--- config.mk ---
export PLATFORM = sky130hd
export DESIGN_NAME = ram_arbiter
export DESIGN_NICKNAME = d
export VERILOG_FILES = /design/src/rtl/cpu_pkg.sv /design/src/rtl/ram_arbiter.sv
export SDC_FILE = /design/constraint.sdc
export NUM_CORES = 1
export LEC_CHECK = 0
export BUFFER_PORTS_ARGS = -buffer_cell sky130_fd_sc_hd__buf_4
export CORE_ASPECT_RATIO = 0.6
export CORE_MARGIN = 4
export CORE_UTILIZATION = 44
export CTS_CLUSTER_SIZE = 40
export DETAILED_ROUTE_END_ITERATION = 10
export GPL_ROUTABILITY_DRIVEN = 0
export GPL_TIMING_DRIVEN = 0
export HOLD_SLACK_MARGIN = 0.03
export PLACE_DENSITY = 0.89
export SYNTH_ARGS = -nofsm -noshare
export SYNTH_HDL_FRONTEND = slang
export SYNTH_SLANG_ARGS = --single-unit
export TNS_END_PERCENT = 10
--- constraint.sdc ---
create_clock -name CLK -period 2.3 [get_ports CLK]
set_input_delay 0.115 -clock CLK [delete_from_list [all_inputs] [get_ports CLK]]
set_output_delay 0.115 -clock CLK [all_outputs]
set_load 0.02 [all_outputs]
--- src/rtl/cpu_pkg.sv ---
// Types and widths shared by the CPU datapath and the data-RAM arbiter.
package cpu_pkg;

    localparam int RAM_AW = 10;
    localparam int RAM_DW = 8;

    typedef enum logic [1:0] {
        ARB_IDLE,
        ARB_PEND,
        ARB_ACK
    } arb_state_t;

endpackage

--- src/rtl/ram_arbiter.sv ---
// Shares the single-port data RAM between the CPU (priority) and a host port.
// The host uses cycles the CPU leaves idle. After STARVE_LIMIT lost cycles,
// the CPU is held for one cycle so the host gets through.
//
//   state    | meaning
//   ---------+-------------------------------------------------------------
//   ARB_IDLE | no host request latched; RAM follows the CPU
//   ARB_PEND | host request latched, waiting for an idle or forced cycle
//   ARB_ACK  | host access done; host_ack high for this one cycle
module ram_arbiter
    import cpu_pkg::*;
#(
    parameter int STARVE_LIMIT = 8
) (
    input  logic              CLK,
    input  logic              nRESET,
    input  logic              cpu_req,
    input  logic              cpu_we,
    input  logic [RAM_AW-1:0] cpu_addr,
    input  logic [RAM_DW-1:0] cpu_wdata,
    output logic [RAM_DW-1:0] cpu_rdata,
    output logic              cpu_hold,
    input  logic              host_req,
    input  logic              host_we,
    input  logic [RAM_AW-1:0] host_addr,
    input  logic [RAM_DW-1:0] host_wdata,
    output logic              host_ack,
    output logic [RAM_DW-1:0] host_rdata,
    output logic [RAM_AW-1:0] ram_address,
    output logic [RAM_DW-1:0] ram_data,
    output logic              ram_we,
    input  logic [RAM_DW-1:0] ram_q
);

    // A limit of 0 still needs a 1-bit counter; it simply stays at 0.
    localparam int WC_W = (STARVE_LIMIT > 0) ? $clog2(STARVE_LIMIT + 1) : 1;
    localparam logic [WC_W-1:0] LIMIT_C = WC_W'(STARVE_LIMIT);

    arb_state_t        state_q, state_d;
    logic [WC_W-1:0]   wait_q, wait_d;
    logic              hwe_q, hwe_d;
    logic [RAM_AW-1:0] haddr_q, haddr_d;
    logic [RAM_DW-1:0] hwdata_q, hwdata_d;
    logic [RAM_DW-1:0] hrdata_q, hrdata_d;
    logic              starved;
    logic              gnt;

    // Grant decision: host wins when the CPU is idle or the host has starved.
    always_comb begin
        starved = (wait_q == LIMIT_C);
        gnt     = (state_q == ARB_PEND) && (!cpu_req || starved);
    end

    // RAM port mux; writes are blocked while reset is asserted.
    always_comb begin
        if (gnt) begin
            ram_address = haddr_q;
            ram_data    = hwdata_q;
            ram_we      = hwe_q & nRESET;
        end else begin
            ram_address = cpu_addr;
            ram_data    = cpu_wdata;
            ram_we      = cpu_req & cpu_we & nRESET;
        end
        cpu_hold   = gnt & cpu_req;
        cpu_rdata  = ram_q;
        host_ack   = (state_q == ARB_ACK);
        host_rdata = hrdata_q;
    end

    // Next-state logic: latch the request, count lost cycles, capture read data.
    always_comb begin
        state_d  = state_q;
        wait_d   = wait_q;
        hwe_d    = hwe_q;
        haddr_d  = haddr_q;
        hwdata_d = hwdata_q;
        hrdata_d = hrdata_q;
        unique case (state_q)
            ARB_IDLE: begin
                if (host_req) begin
                    hwe_d    = host_we;
                    haddr_d  = host_addr;
                    hwdata_d = host_wdata;
                    wait_d   = '0;
                    state_d  = ARB_PEND;
                end
            end
            ARB_PEND: begin
                if (gnt) begin
                    hrdata_d = ram_q;
                    state_d  = ARB_ACK;
                end else if (!starved) begin
                    wait_d = wait_q + WC_W'(1);
                end
            end
            ARB_ACK: begin
                state_d = ARB_IDLE;
            end
            default: begin
                state_d = ARB_IDLE;
            end
        endcase
    end

    // State registers; reset drops any latched host request.
    always_ff @(posedge CLK or negedge nRESET) begin
        if (!nRESET) begin
            state_q  <= ARB_IDLE;
            wait_q   <= '0;
            hwe_q    <= 1'b0;
            haddr_q  <= '0;
            hwdata_q <= '0;
            hrdata_q <= '0;
        end else begin
            state_q  <= state_d;
            wait_q   <= wait_d;
            hwe_q    <= hwe_d;
            haddr_q  <= haddr_d;
            hwdata_q <= hwdata_d;
            hrdata_q <= hrdata_d;
        end
    end

endmodule

==> results.txt, run 1 <==
In this run the critical register-to-register path is launched from wait_q[0]. The share of synthesized cell area in full adder, half adder and majority cells was 0.0152. Across the VDD grid, the largest voltage drop is 0.590 mV. The first global-routing pass estimated 7000 microns of wire. Main combinational cell family by area after synthesis: multiplexers. The worst reg2reg path depth works out to 6.

The fraction of synthesized cell area taken by the top area cell type came out at 0.502. The static power due to leakage was 1.19 nW. Summed over all nets, the half-perimeter wirelength after detailed placement is 3370 microns. The commonest cells after synthesis are mux2_2, dfrtp_1, buf_4. For the post-synthesis cell area, the log shows 1650 sq um. Together, buffers and inverters on the worst path number 3. The overall die width was 86.9 microns. The proportion of layout cells with a drive suffix above 1 came out at 0.723.

The critical path goes through inv_1 > ha_1 > nand3b_4 > a21oi_4 > buf_8 > mux2_2 > buf_4. Power spread over the standard cell area amounts to 1130 nW/um^2. The count of cell types in the netlist was 24.

For the worst-skew pair, the clock arrives at the later sink with an insertion delay of 0.28 ns. Setup total negative slack on the finished layout was measured at 0 ns. Clock-pin slew was measured on the worst setup and hold paths at 0.06 ns. The tools report the critical path endpoint category as an output port. Internal power comes to 1.82 mW. The worst path in the final design needs a cycle of 2.19 ns, including I/O delays and setup. Dividing the detail-routed via count by the number of cells gives 5.08. For the part of the Yosys area used for sequential elements, the log shows 0.502.

The clock sink count was 33; the total length of routed wires was 4260 microns. The placed cell count came out at 248. In this design, the largest share of critical-path delay is due to flip-flops. In this run the worst path has a maximum fanout of 10.

The number of global-route vias before repair came out at 1459. The finished cells cover 2460 sq um. After global routing the overflow that remains totals 0. The placed instances occupy a cell area of 2350 sq um. Sorting the synthesized cells by area gives the leading types as dfrtp_1, mux2_2, buf_4. The tools report the hold path endpoint as hwdata_q[7]. The H-tree was split into 2 levels. Delay contributed by the slowest stage of the critical path: 0.42 ns. The largest area contributor in the synthesized netlist is dfrtp_1. For this run, the top clock speed supported by timing is 457 MHz. Dividing the synthesized area by the synthesized cell count gives 14.1 sq um.

Number of cells produced by synthesis: 117. The clock passes through at most 2 buffers. The number of cells in the finished layout apart from fillers is 258. Share of synthesized cell area in and, or, nand and nor gates: 0.0540.

The clock tree skew after final layout came out at 0.00567 ns. The element type at the critical path start was a flip-flop. For the number of endpoints with negative hold slack in the final report, the log shows 0. The total iterations of the first detailed-routing run came out at 4. The power dissipated by switching net loads is 0.971 mW.

The run gives 0.717 as the tightest slew margin relative to the limit. The critical path is of the flip-flop to output port type. The endpoint identified for the worst register-to-register timing path is host_rdata[6].

TritonCTS built the clock tree. For the worst setup path, the data required time is 2.18 ns. The count of input and output buffers came out at 86. Among all cell types in the netlist, the one instantiated most often is mux2_2. Setup violations remaining at the end of the flow were counted as 0. Hold timing on the final database bottoms out at a slack of 0.0607 ns. The tools report the worst min-delay path startpoint as host_wdata[7].

The multiplexer share of the synthesized area is 0.321. At the end of the flow, the number of nets in the layout was 265. The number of warnings printed during yosys synthesis is 0, and the period utilization is 0.950. The run gives 0.246 ns as the post-placement worst setup slack. Routed wire length per instance: 16.5 microns. The tools report the number of nets in the synthesized netlist as 169. The setup slack on the worst flop-to-flop path was 0.51 ns; the total power after layout was 2.79 mW.

Global-route usage over all layers: 0.188. The number of antenna diodes in the final layout is 0. The synthesized-area fraction occupied by xor and xnor cells works out to 0. The via total after detailed routing was 1311. Counting flops and latches in the post-synthesis netlist gives 33. Setup repair after global routing left no endpoint under its margin.

The number of max-capacitance violations reported came out at 0. Compared with the post-synthesis result, the final layout area differs by 49.4%. The worst hold path passes through 2 cells. After floorplanning, the core was sized to cover 3420 sq um.

The overall die height is 55.4 microns. The run gives 0.155 as the part of the power in the clock network. For the pin with the worst max-slew slack, the measured transition is 0.425 ns. The flow ran to the end, and the final reports show no timing, DRC or antenna violations. The run gives 2.07 ns as the data arrival time at the worst-slack endpoint.

For the post-detailed-route count of antenna-violating nets, the log shows 0. The part of the power in registers is 0.371, and the share of the synthesized area in compound gates (AO/OA/AOI/OAI) is 0.0426. The run gives 0 as the count of pins over their slew limit. Entering global routing, the biggest net connects 36 pins. The switching share of power is 0.348.

After detailed routing, the number of remaining DRC violations is 0. For this design, the slowest cell found on the critical path is dfrtp_1. The initialized floorplan defines 16 standard-cell rows. The starting utilization of the core area was 0.481. The min-delay analysis places its worst path in the category primary input to flip-flop.

The number of antenna violations at the first check in global routing is 0. 87 I/O pins were placed. The number of clock buffers added by TritonCTS is 5. The worst path meets setup with 0.114 ns of slack. The most used flip-flop cell after synthesis was dfrtp_1. The utilization of the core after routing was 0.718.

The die covers 4810 sq um. For the share of power burned in combinational logic, the log shows 0.474. The master cell of the clock root buffer is clkbuf_8. The number of DRC violations after detailed-routing iteration 0 was 33; the number of synthesized flops with an enable pin was 0.

The share of async-settable or async-resettable flops after synthesis works out to 1.00.
## worst max-delay path by stage
stage | start | endpoint | slack [ns] | cells past startpoint
6_report | wait_q[0] | ram_data[7] | 0.11 | 7
5_1_grt | wait_q[0] | ram_address[2] | 0.003 | 7
4_1_cts | wait_q[0] | ram_data[7] | 0.12 | 7
3_5_place_dp | wait_q[0] | ram_data[7] | 0.25 | 7
3_3_place_gp | wait_q[0] | ram_address[0] | 0.34 | 7
2_1_floorplan | wait_q[0] | ram_address[2] | 0.53 | 6
## registers in the layout, summed over array words and instances, names as in the netlist
signal	count
hwdata_q	8
wait_q	4
hwe_q	1
host_rdata	8
state_q	2
haddr_q	10
## worst reg2reg max path, delay by kind of cell (launching register included)
kind	cells	cell delay, ns
AO/OA/AOI/OAI	1	0.25
adder cells (fa/ha/maj)	1	0.21
buffers and inverters	2	0.29
flip-flops	1	0.42
multiplexers	1	0.35
AND/OR/NAND/NOR	1	0.14
## kinds of logic after synthesis
group,count (synthesis)
compound gates,8
fa+ha+maj,2
buf+inv,14
flops,33
mux,47
simple gates,13
## power groups by stage
stage	logic, mW	clock network (mW)	registers (mW)
final	1.32	0.432	1.04
after global routing	1.42	0.471	1.07
after CTS	1.34	0.444	1.03
after detailed placement	1.32	0	1.04
after global placement	1.26	0	1.00
after floorplan	0.794	0	1.07
## layout make-up
| cell class | count | area, sq um |
|---|---|---|
| Multi-Input combinational cell | 70 | 712 |
| Clock buffer | 7 | 86.3 |
| Fill cell | 236 | 965 |
| Timing Repair Buffer | 89 | 671 |
| Inverter | 2 | 7.51 |
| Tap cell | 45 | 56.3 |
| Sequential cell | 33 | 826 |
| Buffer | 12 | 100 |
## cells in the final DEF, fill, tap and decap left out
cell type / instances
mux2_2: 45
dfrtp_1: 33
dlygate4sd3_1: 1
mux2_1: 1
clkbuf_1: 1
o2bb2ai_1: 1
o21a_1: 1
mux2i_1: 1
nand3_1: 2
nor3b_1: 1
nor2_1: 2
buf_2: 2
a31oi_1: 1
a21oi_1: 1
clkbuf_8: 6
buf_4: 96
buf_8: 2
and2_1: 2
nor2b_1: 2
a21oi_4: 1
and3_1: 1
a31o_2: 1
a41oi_1: 2
nand2b_1: 2
ha_1: 2
nand3b_4: 1
inv_1: 2
## layer usage
| metal | GRT usage | routed length, microns | share of wire |
|---|---|---|---|
| met4 | 0.0689 | 61 | 0.014 |
| met3 | 0.0684 | 462 | 0.11 |
| met1 | 0.216 | 1610 | 0.38 |
| met2 | 0.320 | 2130 | 0.50 |
| met5 | 0 | 0 | 0 |
## what timing repair did
item	CTS	global route
hold buffers	1	0
hold endpoints to repair	33	0
setup buffers	2	0
endpoints found under the setup margin	18	0
gates resized for setup	0	0
No activity file was read; power rests on OpenSTA's default activity.
==> run 2, diff against run 1 <==
--- a/config.mk
+++ b/config.mk
@@ -7,7 +7,6 @@
 export LEC_CHECK = 0
 export BUFFER_PORTS_ARGS = -buffer_cell sky130_fd_sc_hd__buf_4
 export CORE_ASPECT_RATIO = 0.6
-export CORE_MARGIN = 4
 export CORE_UTILIZATION = 44
 export CTS_CLUSTER_SIZE = 40
 export DETAILED_ROUTE_END_ITERATION = 10
@@ -15,6 +14,7 @@
 export GPL_TIMING_DRIVEN = 0
 export HOLD_SLACK_MARGIN = 0.03
 export PLACE_DENSITY = 0.89
+export REMOVE_ABC_BUFFERS = 1
 export SYNTH_ARGS = -nofsm -noshare
 export SYNTH_HDL_FRONTEND = slang
 export SYNTH_SLANG_ARGS = --single-unit
==> results.txt, run 2 (synthesis gave the netlist of run 1 again) <==
The run finished with clean final reports. More flip-flops sit in one register than any other, and that register is haddr_q. The worst hold path belongs to the class primary input to flip-flop. The tools report the post-placement worst setup slack as 0.0508 ns. Clock-pin slew was measured on the worst setup and hold paths at 0.07 ns. The die covers 4000 sq um. The overall die height came out at 49.4 microns. The region available for standard cell placement spans 3400 sq um. Sum of net half-perimeters after detailed placement: 2660 microns.

TritonCTS built the clock tree. The run gives 0 as the post-detailed-route count of antenna-violating nets. Hold path endpoint: haddr_q[0]. The endpoint of the worst-slack reg-to-reg timing path is host_rdata[1]. In this run the number of H-tree levels came out at 2. The most common cell after layout, fill and taps aside is buf_4. The floorplan has 16 rows. Using the TritonRoute via totals, the vias-per-cell ratio works out to 5.15. Setup violations remaining at the end of the flow were counted as 0. The internal power of the cells totals 1.78 mW.

Data arrives at the worst endpoint at 2.15 ns. The largest fanout of any net on the critical path was 14. The logs give 0 for the number of antenna violations at the first check in global routing and 1276 for the via total after detailed routing.

The number of endpoints with negative hold slack in the final report was 0. The tools report the part of the power in the clock network as 0.150. The layout overhead on the synthesized area came out at 45.6%. For this design, the slowest cell found on the critical path is a21oi_4. Number of global-route vias before repair: 1312. Total length of routed wires: 3810 microns. The part of the power in registers was 0.374; the I/O pin total was 87. The total overflow left after global routing is 0.

The overall die width was 80.9 microns; the power dissipated by switching net loads was 0.963 mW. At the pin with the least slew margin, the transition time is 0.816 ns. Start-to-end type of the worst setup path: flip-flop to output port.

Entering global routing, the biggest net connects 36 pins. Clock tree synthesis selected as its root buffer the cell clkbuf_8. Count of input and output buffers: 86. After the first detailed-routing iteration, the DRC count stood at 22. Setup slack on the worst flop-to-flop path: 0.47 ns. The remaining routing DRC violations is 0, and the number of cells in the finished layout apart from fillers is 248. Counting I/O delays and the setup requirement, the final critical path takes 2.27 ns. The highest attainable clock frequency was 441 MHz; the count of inserted antenna diode cells was 0.

The total power divided by cell area was 1150 nW/um^2. STA classifies the critical path startpoint as a flip-flop. Counting along the longest clock path gives a buffer depth of 2. The clock reaches the later pin of the worst-skew pair after 0.28 ns. Dividing the detail-routed wire length by the instance count gives 15.4 microns.

For the total iterations of the first detailed-routing run, the log shows 5. IR analysis of the VDD net gives a maximum drop of 0.668 mV. The switching share of power was 0.351. The proportion of layout cells with a drive suffix above 1 was 0.709. Leaving out fill and tap cells, the most frequent cells in the layout are buf_4, mux2_2, dfrtp_1. The period utilization was 0.985.

Across the run, the number of max-cap violations was 0. The worst hold path begins at host_addr[0]. Static power due to leakage: 1.13 nW.

Placed cell count: 237. The global-route usage over all layers is 0.210. The count of pins over their slew limit is 0. Reg-to-reg startpoint: wait_q[0]. Clock tree synthesis inserted a total of 5 buffers. The tools report the share of power burned in combinational logic as 0.476. STA puts the critical path data required time at 2.18 ns.

The tools report the critical path endpoint category as an output port. Slack of the critical path: 0.0345 ns. Wire length of the first global-routing pass: 6050 microns. Along the worst hold path, the cell count comes to 2. The critical path goes through inv_1 > ha_2 > nand3b_4 > a21oi_4 > mux2_2 > buf_4.

The register with the most flip-flops in the layout has 10 of them. Between clock sinks in the finished design, the worst skew comes to 0.00672 ns. The tightest slew margin relative to the limit is 0.454, and the starting utilization of the core area is 0.483. The delay contributed by the slowest stage of the critical path came out at 0.48 ns. The run gives 0.0619 ns as the worst hold margin. The clock sink count came out at 33.

The worst reg2reg path depth came out at 5. At the end of the flow, the number of nets in the layout was 254. Setup repair after global routing could not meet its margin everywhere.
-- run 2: cell count changes in the layout (fill, tap and decap cells not counted) --
| cell | delta |
|---|---|
| a21oi_4 | +1 |
| buf_12 | +1 |
| buf_2 | -2 |
| buf_4 | -10 |
| buf_8 | -1 |
| clkbuf_1 | +2 |
| clkbuf_8 | -1 |
| ha_1 | -1 |
| ha_2 | +1 |
| nor3b_1 | -1 |
| nor3b_2 | +1 |
-- run 2: worst max-delay path by stage --
stage,to,start,cells after the start,slack (ns)
after detailed placement,ram_data[0],wait_q[0],6,0.05
after floorplan,haddr_q[0],state_q[0],2,-0.21
after global routing,ram_address[8],wait_q[0],6,-0.08
after CTS,ram_data[0],wait_q[0],6,-0.03
final,ram_address[8],wait_q[0],6,0.03
after global placement,hwdata_q[0],state_q[0],2,-0.92
-- run 2: critical path, delay by kind of cell (launching register included) --
family / cells / cell delay (ns)
AO/OA/AOI/OAI: 1 / 0.48
AND/OR/NAND/NOR: 1 / 0.16
adder cells (fa/ha/maj): 1 / 0.20
buffers and inverters: 2 / 0.24
flip-flops: 1 / 0.41
multiplexers: 1 / 0.39
-- run 2: power groups by stage --
| stage | clock [mW] | sequential [mW] | combinational (mW) |
|---|---|---|---|
| after floorplan | 0 | 1.07 | 0.736 |
| final | 0.411 | 1.03 | 1.31 |
| after global placement | 0 | 1.00 | 1.21 |
| after detailed placement | 0 | 1.03 | 1.26 |
| after global routing | 0.441 | 1.06 | 1.40 |
| after CTS | 0.423 | 1.02 | 1.29 |
-- run 2: through the flow --
stage	instance area, sq um	utilization	total power, mW	TNS (ns)
after floorplan	1550	-	1.81	-4.62
after global placement	2250	0.660	2.21	-21.70
after detailed placement	2270	0.666	2.29	0
after CTS	2370	0.697	2.74	-0.186
after global routing	2400	0.704	2.90	-0.289
final	2400	0.704	2.74	0
-- run 2: cell type report --
| cell class | instances | area (sq um) |
|---|---|---|
| tap | 45 | 56.3 |
| multi-input combinational | 71 | 736 |
| sequential | 33 | 826 |
| clock buffer | 8 | 80.1 |
| inverter | 2 | 7.51 |
| fill | 245 | 1010 |
| timing repair buffer | 89 | 691 |
-- run 2: timing repair --
action                                  in CTS  in global routing
hold buffers                                 1                  0
resized for setup                            1                  1
gates cloned                                 1                  0
endpoints found under the hold margin       33                  0
setup buffers                                0                  1
pin swaps                                    1                  1
endpoints found under the setup margin      19                 18
-- run 2: metal layers --
layer  vias up  GRT usage  wire [microns]
met3        11     0.0766             352
met5         -          0               0
met1       607      0.259            1680
li1        585          -               -
met2        73      0.331            1720
met4         0     0.0893              67
==> run 3, diff against run 2 <==
--- a/config.mk
+++ b/config.mk
@@ -7,6 +7,7 @@
 export LEC_CHECK = 0
 export BUFFER_PORTS_ARGS = -buffer_cell sky130_fd_sc_hd__buf_4
 export CORE_ASPECT_RATIO = 0.6
+export CORE_MARGIN = 5
 export CORE_UTILIZATION = 44
 export CTS_CLUSTER_SIZE = 40
 export DETAILED_ROUTE_END_ITERATION = 10
==> constraint.sdc (replaced) <==
create_clock -name CLK -period 2.3 [get_ports CLK]
set_input_delay 0.345 -clock CLK [delete_from_list [all_inputs] [get_ports CLK]]
set_output_delay 0.345 -clock CLK [all_outputs]
set_load 0.02 [all_outputs]
==> results.txt, run 3 (synthesis gave the netlist of run 1 again) <==
The flow ran to the end, and the final reports show no timing, DRC or antenna violations. Number of global-route vias before repair: 1431. The period utilization was 0.994; the largest fanout of any net on the critical path was 4. The run gives 0.0664 as the met3 usage in global routing. Subtracting the final worst setup slack from the clock period gives 2.29 ns. The tightest slew margin relative to the limit is 0.407, and the number of endpoints with negative hold slack in the final report is 0. The largest net degree at the start of global routing was 36; the sum of net half-perimeters after detailed placement was 2820 microns.

In this run the remaining antenna-violating nets after routing total 0. Start-to-end type of the worst setup path: flip-flop to output port. STA classifies the critical path startpoint as a flip-flop.

STA classifies the critical path endpoint as an output port. The path class of the tightest hold or removal check is primary input to flip-flop. Number of levels in the clock H-tree: 2.

The finished layout holds 256 standard cells, fillers aside. The tools report the number of antenna violations at the first check in global routing as 0. Setup total negative slack on the finished layout was measured at 0 ns.

The total power divided by cell area was 1140 nW/um^2; the global-route usage over all layers was 0.165. VDD sags by at most 0.738 mV. The clock drives 33 sinks. The top cell types in the final layout, fill and taps aside, are buf_4, mux2_2, dfrtp_1.

TritonCTS built the clock tree. The run gives 0 as the total of endpoints with negative setup slack in the final report. For the worst setup path, the data arrival time is 1.94 ns. The routed wire length per instance was 15.6 microns; the overall die width was 88.9 microns. The number of DRC violations after detailed-routing iteration 0 is 38, and the static power due to leakage is 1.18 nW. The layout overhead on the synthesized area is 51.2%, and the worst hold margin is 0.302 ns. Counting along the longest clock path gives a buffer depth of 2. The first global-routing pass estimated 6440 microns of wire.

The placed cell count came out at 239. The logs give 0.258 for the met2 usage in global routing and 276 for the number of fill cells. Required time of the critical path: 1.96 ns. The later-pin clock latency in the skew report came out at 0.27 ns.

The most common cell after layout, fill and taps aside was buf_4. After clock tree synthesis, the clock-pin slew on the worst setup and hold paths is 0.06 ns. Based on the critical path, the design can be clocked at up to 437 MHz. The row count was 17. Measured along the y axis, the die boundary spans 57.4 microns. After global routing, the most crowded layer is met2. The tools report the count of pins over their slew limit as 0. The master cell of the clock root buffer is clkbuf_8. Across the run, the number of max-cap violations was 0. The final layout contains 261 nets. The via count normalized by instance count is 4.92.

Across all setup checks in the final design, the least slack found is 0.0128 ns. The tools report the TritonCTS buffer count as 5. The proportion of layout cells with a drive suffix above 1 is 0.727, and the total die area is 5100 sq um. The core area is 3640 sq um, and the met1 track utilization from global routing is 0.211.

The total length of routed wires came out at 4000 microns. The logs give 3 for the total iterations of the first detailed-routing run and 0.00292 ns for the clock tree skew after final layout. The routed layout has 1259 vias. After detailed routing, the number of remaining DRC violations is 0. The count of inserted antenna diode cells was 0. The worst-margin pin slew is 0.886 ns. The count of input and output buffers is 86, and the total power after layout is 2.83 mW. The starting utilization of the core area came out at 0.452. The register name with the most flops is haddr_q. The register with the most flip-flops in the layout has 10 of them.

For the I/O pin total, the log shows 87. The tools report the global route total overflow as 0. The post-placement worst setup slack is -0.201 ns. Setup repair after global routing could not meet its margin everywhere.
-- run 3: changes by cell type in the layout (fill, tap and decap cells not counted) --
cell	previous run	this run
mux2_2	45	44
buf_4	86	85
clkbuf_1	3	1
mux2_4	0	1
buf_8	1	0
buf_6	0	9
clkbuf_8	5	6
-- run 3: layout make-up --
type / instances / area (sq um) / share of cell area
Timing Repair Buffer: 96 / 769 / 0.309
Tap cell: 47 / 58.8 / 0.0236
Multi-Input combinational cell: 71 / 739 / 0.297
Sequential cell: 33 / 826 / 0.332
Inverter: 2 / 7.51 / 0.00302
Clock buffer: 7 / 86.3 / 0.0347
-- run 3: repair_timing --
action / CTS / global route
setup endpoints to repair: 19 / 18
resized for setup: 1 / 10
setup buffers: 7 / 1
hold endpoints to repair: 33 / 0
gates cloned: 1 / 0
pin swaps: 2 / 2
hold buffers: 1 / 0
-- run 3: routing by layer --
layer  up-vias  wire length (microns)
met5         -                      0
met4         0                     27
met3         5                    453
met2        56                   1820
met1       598                   1700
li1        600                      -
-- run 3: report_power, final --
group          internal, mW  total (mW)  leakage, nW  switching (mW)
sequential            0.862        1.02        0.393           0.159
combinational         0.770        1.39        0.747           0.620
clock                 0.237       0.424       0.0443           0.187
total                  1.87        2.83         1.18           0.966
-- run 3: worst max-delay path: stages (launching register included) --
cell,delay [ns]
dfrtp_1,0.42
inv_1,0.08
ha_2,0.19
nand3b_4,0.12
a21oi_4,0.20
buf_4,0.16
mux2_2,0.33
buf_4,0.16
-- run 3: per-stage QoR --
step / utilization / cell area, sq um
finish: 0.684 / 2490
global route: 0.684 / 2490
CTS: 0.672 / 2440
detailed placement: 0.623 / 2270
global placement: 0.619 / 2250
floorplan: - / 1550
-- run 3: worst paths after layout --
check / start / endpoint / slack, ns / cells after the start
worst max register to register: state_q[0] / haddr_q[5] / 0.42 / 3
worst min register to register: hwe_q / hwe_q / 0.50 / 1
max in group asynchronous: nRESET / hwdata_q[5] / 1.44 / 2
min in group asynchronous: nRESET / hwe_q / 0.55 / 2
worst min-delay path: host_wdata[2] / hwdata_q[2] / 0.30 / 2
worst max-delay path: wait_q[0] / ram_address[0] / 0.01 / 7
